### src/rtl/mips_pkg.sv
// Shared definitions for the MIPS boot path: loader state encoding and
// default instruction-memory geometry.
package mips_pkg;

  localparam int DEF_IMEM_WORDS = 256;
  localparam int DEF_ADDR_W     = 10;
  localparam int HDR_BYTES      = 2;

  typedef enum logic [2:0] {
    ST_IDLE,
    ST_HDR_HI,
    ST_HDR_LO,
    ST_DATA,
    ST_CSUM,
    ST_DONE,
    ST_ERR
  } loader_state_t;

endpackage

### src/rtl/word_assembler.sv
// Packs a big-endian byte stream into 32-bit words; flags the cycle in which
// the fourth byte of a word arrives.
module word_assembler (
  input  logic        clk,
  input  logic        reset_n,
  input  logic        clear,
  input  logic        shift_en,
  input  logic [7:0]  byte_in,
  output logic        word_valid,
  output logic [31:0] word
);

  logic [23:0] shift_q;
  logic [1:0]  count_q;

  // NOTE: sequential state is written with non-blocking assignments only, so
  // every flop samples pre-edge values regardless of process ordering.
  always_ff @(posedge clk or negedge reset_n) begin
    if (!reset_n) begin
      shift_q <= '0;
      count_q <= '0;
    end else if (clear) begin
      shift_q <= '0;
      count_q <= '0;
    end else if (shift_en) begin
      shift_q <= {shift_q[15:0], byte_in};
      count_q <= count_q + 2'd1;
    end
  end

  // The word is presented together with its last byte so the parent can
  // register it in the same edge that accepts that byte.
  assign word_valid = shift_en && (count_q == 2'd3);
  assign word       = {shift_q, byte_in};

endmodule

### src/rtl/imem_loader.sv
// Boot loader: parses a length-prefixed byte stream, writes instruction words
// into instruction memory and verifies a trailing XOR checksum.
module imem_loader
  import mips_pkg::*;
#(
  parameter int IMEM_WORDS = DEF_IMEM_WORDS,
  parameter int ADDR_W     = DEF_ADDR_W
) (
  input  logic              clk,
  input  logic              reset_n,
  input  logic              start,
  input  logic              in_valid,
  input  logic [7:0]        in_data,
  output logic              in_ready,
  output logic              imem_we,
  output logic [ADDR_W-1:0] imem_addr,
  output logic [31:0]       imem_wdata,
  output logic              busy,
  output logic              load_done,
  output logic              load_err,
  output logic              core_reset,
  output logic [15:0]       words_loaded
);

  loader_state_t state_q, state_d;

  logic [15:0] count_q;
  logic [7:0]  xor_q;
  logic        accept;
  logic        start_ok;
  logic        word_valid;
  logic [31:0] word;
  logic [15:0] hdr_count;

  assign in_ready  = (state_q == ST_HDR_HI) || (state_q == ST_HDR_LO) ||
                     (state_q == ST_DATA)   || (state_q == ST_CSUM);
  assign busy      = in_ready;
  assign accept    = in_valid && in_ready;
  // A start pulse during a load must not disturb it.
  assign start_ok  = start && !busy;
  assign hdr_count = {count_q[15:8], in_data};

  assign load_done  = (state_q == ST_DONE);
  assign load_err   = (state_q == ST_ERR);
  assign core_reset = (state_q != ST_DONE);

  word_assembler u_asm (
    .clk        (clk),
    .reset_n    (reset_n),
    .clear      (start_ok),
    .shift_en   (accept && (state_q == ST_DATA)),
    .byte_in    (in_data),
    .word_valid (word_valid),
    .word       (word)
  );

  always_ff @(posedge clk or negedge reset_n) begin
    if (!reset_n) state_q <= ST_IDLE;
    else          state_q <= state_d;
  end

  // NOTE: next state gets a default before the case so no path leaves it
  // unassigned, which would otherwise infer a latch.
  always_comb begin
    state_d = state_q;
    unique case (state_q)
      ST_IDLE, ST_DONE, ST_ERR:
        if (start) state_d = ST_HDR_HI;
      ST_HDR_HI:
        if (accept) state_d = ST_HDR_LO;
      ST_HDR_LO:
        if (accept) begin
          if (hdr_count > 16'(IMEM_WORDS)) state_d = ST_ERR;
          else if (hdr_count == 16'd0)     state_d = ST_CSUM;
          else                             state_d = ST_DATA;
        end
      ST_DATA:
        if (word_valid && (words_loaded + 16'd1 == count_q)) state_d = ST_CSUM;
      ST_CSUM:
        if (accept) state_d = (in_data == xor_q) ? ST_DONE : ST_ERR;
      default: state_d = ST_IDLE;
    endcase
  end

  always_ff @(posedge clk or negedge reset_n) begin
    if (!reset_n) begin
      count_q      <= '0;
      xor_q        <= '0;
      words_loaded <= '0;
      imem_we      <= 1'b0;
      imem_addr    <= '0;
      imem_wdata   <= '0;
    end else begin
      imem_we <= 1'b0;
      if (start_ok) begin
        xor_q        <= '0;
        words_loaded <= '0;
      end
      if (accept && (state_q != ST_CSUM)) xor_q <= xor_q ^ in_data;
      if (accept && (state_q == ST_HDR_HI)) count_q[15:8] <= in_data;
      if (accept && (state_q == ST_HDR_LO)) count_q[7:0]  <= in_data;
      if (word_valid) begin
        imem_we      <= 1'b1;
        imem_addr    <= {words_loaded[ADDR_W-3:0], 2'b00};
        imem_wdata   <= word;
        words_loaded <= words_loaded + 16'd1;
      end
    end
  end

endmodule
### config.mk
export PLATFORM = sky130hd
export DESIGN_NAME = imem_loader
export DESIGN_NICKNAME = d
export VERILOG_FILES = /design/src/rtl/mips_pkg.sv /design/src/rtl/word_assembler.sv /design/src/rtl/imem_loader.sv
export SDC_FILE = /design/constraint.sdc
export NUM_CORES = 1
export LEC_CHECK = 0
export BUFFER_PORTS_ARGS = -buffer_cell sky130_fd_sc_hd__buf_2
export CAP_MARGIN = 0
export CORE_MARGIN = 10
export CORE_UTILIZATION = 40
export CTS_BUF_LIST = sky130_fd_sc_hd__clkbuf_4
export CTS_CLUSTER_DIAMETER = 150
export CTS_CLUSTER_SIZE = 14
export DETAILED_ROUTE_END_ITERATION = 10
export PLACE_DENSITY = 0.68
export SKIP_LAST_GASP = 1
export SYNTH_ARGS = -nofsm -noshare
export SYNTH_HDL_FRONTEND = slang
export SYNTH_SLANG_ARGS = --single-unit
### constraint.sdc
create_clock -name clk -period 4.6 [get_ports clk]
set_clock_uncertainty 0.05 [all_clocks]
set_input_delay 0.92 -clock clk [delete_from_list [all_inputs] [get_ports clk]]
set_output_delay 0.92 -clock clk [all_outputs]
set_load 0.02 [all_outputs]
==> impl_summary.md <==
Place
In this run the tool buffered the top-level ports with 73 buffer cells. The detailed-placement wirelength estimate is 9.15 mm. At the end of routability-driven placement, the weighted congestion stood at 0.860.

STA
Timing would allow up to ~320 MHz. The worst pin sits at a relative slew slack of between 30% and 40%. The share of the clock period used by the worst path is 67.3%. The setup TNS after final layout is 0 ns. The actual slew at the worst max-slew pin is around 1.0 ns. The total setup violations reported at the end of the flow is 0. The final hold slack is 0.437 ns. Counting I/O delays and the setup requirement, the final critical path takes between 3 and 4 ns.

The max-slew violation count is 0. Setup repair after global routing left no endpoint under its margin. The count of final hold-check violations is 0.

Synth
The synthesized design contains 110 register bits. The most used flip-flop cell after synthesis is sky130_fd_sc_hd__dfrtp_1. Yosys mapped a number of flops with a built-in enable equal to 0.

The async set-or-reset flop fraction in the synthesized netlist is 100%. The instance count of the mapped netlist is 606. The mapped netlist covers 5350 um^2. The average instance area after synthesis is 8.83 um^2. The count of distinct cell types in the synthesized netlist is between 50 and 60. For this run, the register share of the synthesized area comes to 51.4%. The count of synthesis-stage warnings from yosys is 0.

Global route
The layer with the highest usage after global routing is met2. The global router's overall resource usage is 14.2%. The number of global-route vias before repair was 4177.

The met3 usage in global routing is under 10%. Entering global routing, the biggest net connects 82 pins. The initial antenna violation count was 1. The met2 usage in global routing is 21.2%. The met1 demand-to-capacity share in global routing is about a fifth. The first-pass GRT wire length is ~21 mm.

The aggregate global routing overflow is 0.

CTS
Hold repair after CTS inserted 0 buffers. The post-CTS setup repair buffer count is 0. The number of H-tree branching levels is 3.

The number of buffers created by CTS is 9. TritonCTS built the clock tree. The clock net in this run drives a total of 110 sinks.

Counting along the longest clock path gives a buffer depth of 2. The tree is rooted in a sky130_fd_sc_hd__clkbuf_4. For the worst-skew pair, the clock arrives at the later sink with an insertion delay of 0.48 ns. Clock-pin slew was measured on the worst setup and hold paths at 0.17 ns.

Once the clock tree was built, the resizer swapped 0 gates to a different size.

Critical path
For this design, the slowest cell found on the critical path is sky130_fd_sc_hd__dfrtp_1. The top fanout value on the critical path is 33. The kind of start point of the critical path is a flop. For the worst setup path, the data required time is 4.90 ns. The setup path with the least slack is of type reg2reg. STA classifies the critical path endpoint as a flop.

The signal on the critical path passes through and4b_1 -> buf_4 -> nand2_2 -> nor4_1 -> o2111ai_1 -> or4_4 -> o21ai_2 -> o311ai_1. The signal arrival time at the worst endpoint is 3.39 ns. On the worst path, the slowest cell contributes a delay of 0.60 ns.

Die
The number of cell rows is between 40 and 50. The area of the die is 18400 um^2. The overall die height is 136 um. The die is between 100 and 150 um wide.

The placeable core region is ~13000 um^2. The starting density of the core is between 40% and 50%. The number of placed I/O pins is 76.

Detailed routing
The average wire per cell in the routed design is around 16 um. The number of design-rule violations left by the first detailed-router iteration is 522. Across all layers, the routed design uses roughly 4400 vias. The number of iterations in the first detailed-routing pass is 5.

The antenna violation net count after detailed routing is 0. After detailed routing, the number of remaining DRC violations is 0. Dividing the detail-routed via count by the number of cells gives about 5.3. The total wire length is 13.1 mm.

Cells and area
Cells with a size suffix above 1 make up 18.4% of the layout. The final layout net count is about 670. The filler cell count in the final layout is roughly 1300. Compared with the post-synthesis result, the final layout area differs by 10.8%.

Power and ir drop
The power per standard cell area is 456 nW/um^2. The maximum vdd drop is 0.177 mV. The reported leakage power is around 2.9 nW.

Job
The number of maximum-capacitance constraint violations is 0.

Outcome
The flow ran to the end, and the final reports show no timing, DRC or antenna violations.

Worst hold path
In this run the worst hold path is classified as reg2reg.
==> final timing paths <==
kind / from / to / slack, ns / depth (start not counted)
max: state_q[1]$_DFFE_PN0P_ / state_q[1]$_DFFE_PN0P_ / 1.50 / 8
min: imem_wdata[27]$_DFFE_PN0P_ / imem_wdata[27]$_DFFE_PN0P_ / 0.44 / 2
max reg2reg: state_q[1]$_DFFE_PN0P_ / state_q[1]$_DFFE_PN0P_ / 1.50 / 8
min reg2reg: imem_wdata[27]$_DFFE_PN0P_ / imem_wdata[27]$_DFFE_PN0P_ / 0.44 / 2
max in group asynchronous: reset_n / xor_q[6]$_DFFE_PN0P_ / 2.95 / 2
min in group asynchronous: reset_n / u_asm.shift_q[18]$_DFFE_PN0P_ / 0.56 / 1
==> state kept, by name, indices dropped and copies added (netlist names) <==
register / count
imem_wdata: 32
u_asm.shift_q: 24
count_q: 16
words_loaded: 16
imem_addr: 8
xor_q: 8
state_q: 3
u_asm.count_q: 2
imem_we: 1
==> report_power, final <==
part	leakage (nW)	switching [mW]	total, mW	internal [mW]
registers	1.49	0.203	1.35	1.15
logic	1.32	0.478	0.832	0.354
clock network	0.0863	0.340	0.524	0.184
total	2.90	1.02	2.70	1.68
==> cell families (layout without fill, tap and decap cells) <==
logic type | after synthesis | in the layout | share of synthesized area (%)
flops | 110 | 110 | 51.4
other cells | 1 | 3 | 0.0701
xor+xnor | 32 | 32 | 5.24
compound gates | 102 | 102 | 11.1
simple gates | 289 | 289 | 23.3
mux | 19 | 19 | 3.93
buf+inv | 51 | 101 | 4.37
fa+ha+maj | 2 | 2 | 0.468
==> cell type report <==
| class | instances | area, um^2 | share of cell area, % |
|---|---|---|---|
| sequential | 110 | 2750 | 46.4 |
| multi-input combinational | 446 | 2370 | 40.0 |
| timing repair buffer | 78 | 405 | 6.84 |
| tap | 176 | 220 | 3.71 |
| clock inverter | 6 | 77.6 | 1.31 |
| clock buffer | 10 | 75.1 | 1.27 |
| inverter | 7 | 26.3 | 0.443 |
| antenna | 1 | 2.50 | 0.0422 |
==> layer usage <==
| layer | share of wire, % | vias up |
|---|---|---|
| met2 | 46 | 109 |
| met4 | 1.4 | 0 |
| li1 | - | 2100 |
| met5 | 0 | - |
| met1 | 47 | 2161 |
| met3 | 5.3 | 13 |
==> critical path: cells and delay by family, from the launching register on <==
kind                   cells  cell delay (ns)
and+or+nand+nor            4             1.59
DFF                        1             0.60
AOI/OAI and AO/OA          3             0.42
buffers and inverters      1             0.30
==> metrics by stage <==
stage | cells | setup WS (ns) | utilization (%) | area (um^2) | total power [mW]
after CTS | 833 | 1.55 | 44.9 | 5930 | 2.72
after global routing | 834 | 1.27 | 45.0 | 5930 | 2.88
final | 834 | 1.50 | 45.0 | 5930 | 2.70
after detailed placement | 817 | 1.15 | 43.8 | 5770 | 2.20
after global placement | 817 | 1.28 | 43.8 | 5770 | 2.16
after floorplan | 607 | 2.03 | - | 5350 | 1.98
==> cell usage in the layout (no fill, tap or decap), types with 2 or more instances in the layout <==
cell type	count
sky130_fd_sc_hd__nand2_1	205
sky130_fd_sc_hd__dfrtp_1	110
sky130_fd_sc_hd__buf_2	72
sky130_fd_sc_hd__o21ai_0	44
sky130_fd_sc_hd__a21oi_1	30
sky130_fd_sc_hd__nor2_1	27
sky130_fd_sc_hd__xnor2_1	23
sky130_fd_sc_hd__mux2_2	16
sky130_fd_sc_hd__nand3_1	11
sky130_fd_sc_hd__clkbuf_4	10
sky130_fd_sc_hd__xor2_1	9
sky130_fd_sc_hd__o31ai_1	8
sky130_fd_sc_hd__inv_1	7
sky130_fd_sc_hd__nor4_1	6
sky130_fd_sc_hd__buf_4	6
sky130_fd_sc_hd__or3_1	5
sky130_fd_sc_hd__nand4_1	5
sky130_fd_sc_hd__nand2b_1	4
sky130_fd_sc_hd__and3_1	4
sky130_fd_sc_hd__mux2i_1	3
sky130_fd_sc_hd__and2_1	3
sky130_fd_sc_hd__inv_8	3
sky130_fd_sc_hd__or2_2	2
sky130_fd_sc_hd__a211oi_1	2
sky130_fd_sc_hd__nor2b_1	2
sky130_fd_sc_hd__nor3b_1	2
sky130_fd_sc_hd__a31oi_1	2
sky130_fd_sc_hd__nor3_2	2
sky130_fd_sc_hd__o41ai_1	2
sky130_fd_sc_hd__ha_1	2
sky130_fd_sc_hd__conb_1	2
==> cells in the mapped netlist, drive strengths merged, types with 2 or more instances <==
library cell,n,share of area (%)
a211oi,2,0.28
a21oi,30,2.8
a31oi,2,0.23
and2,3,0.35
and3,5,0.61
buf,26,2.6
clkbuf,18,1.3
dfrtp,110,51
ha,2,0.47
inv,7,0.49
mux2,16,3.4
mux2i,3,0.56
nand2,206,14
nand2b,4,0.47
nand3,12,1.2
nand4,6,0.82
nor2,27,1.9
nor2b,3,0.35
nor3,3,0.47
nor3b,2,0.28
nor4,6,0.70
o21ai,45,4.3
o31ai,8,1.1
o41ai,2,0.33
or2,2,0.23
or3,5,0.58
or4,2,0.35
xnor2,23,3.8
xor2,9,1.5
Note: power is estimated with default switching activity, not from simulation.
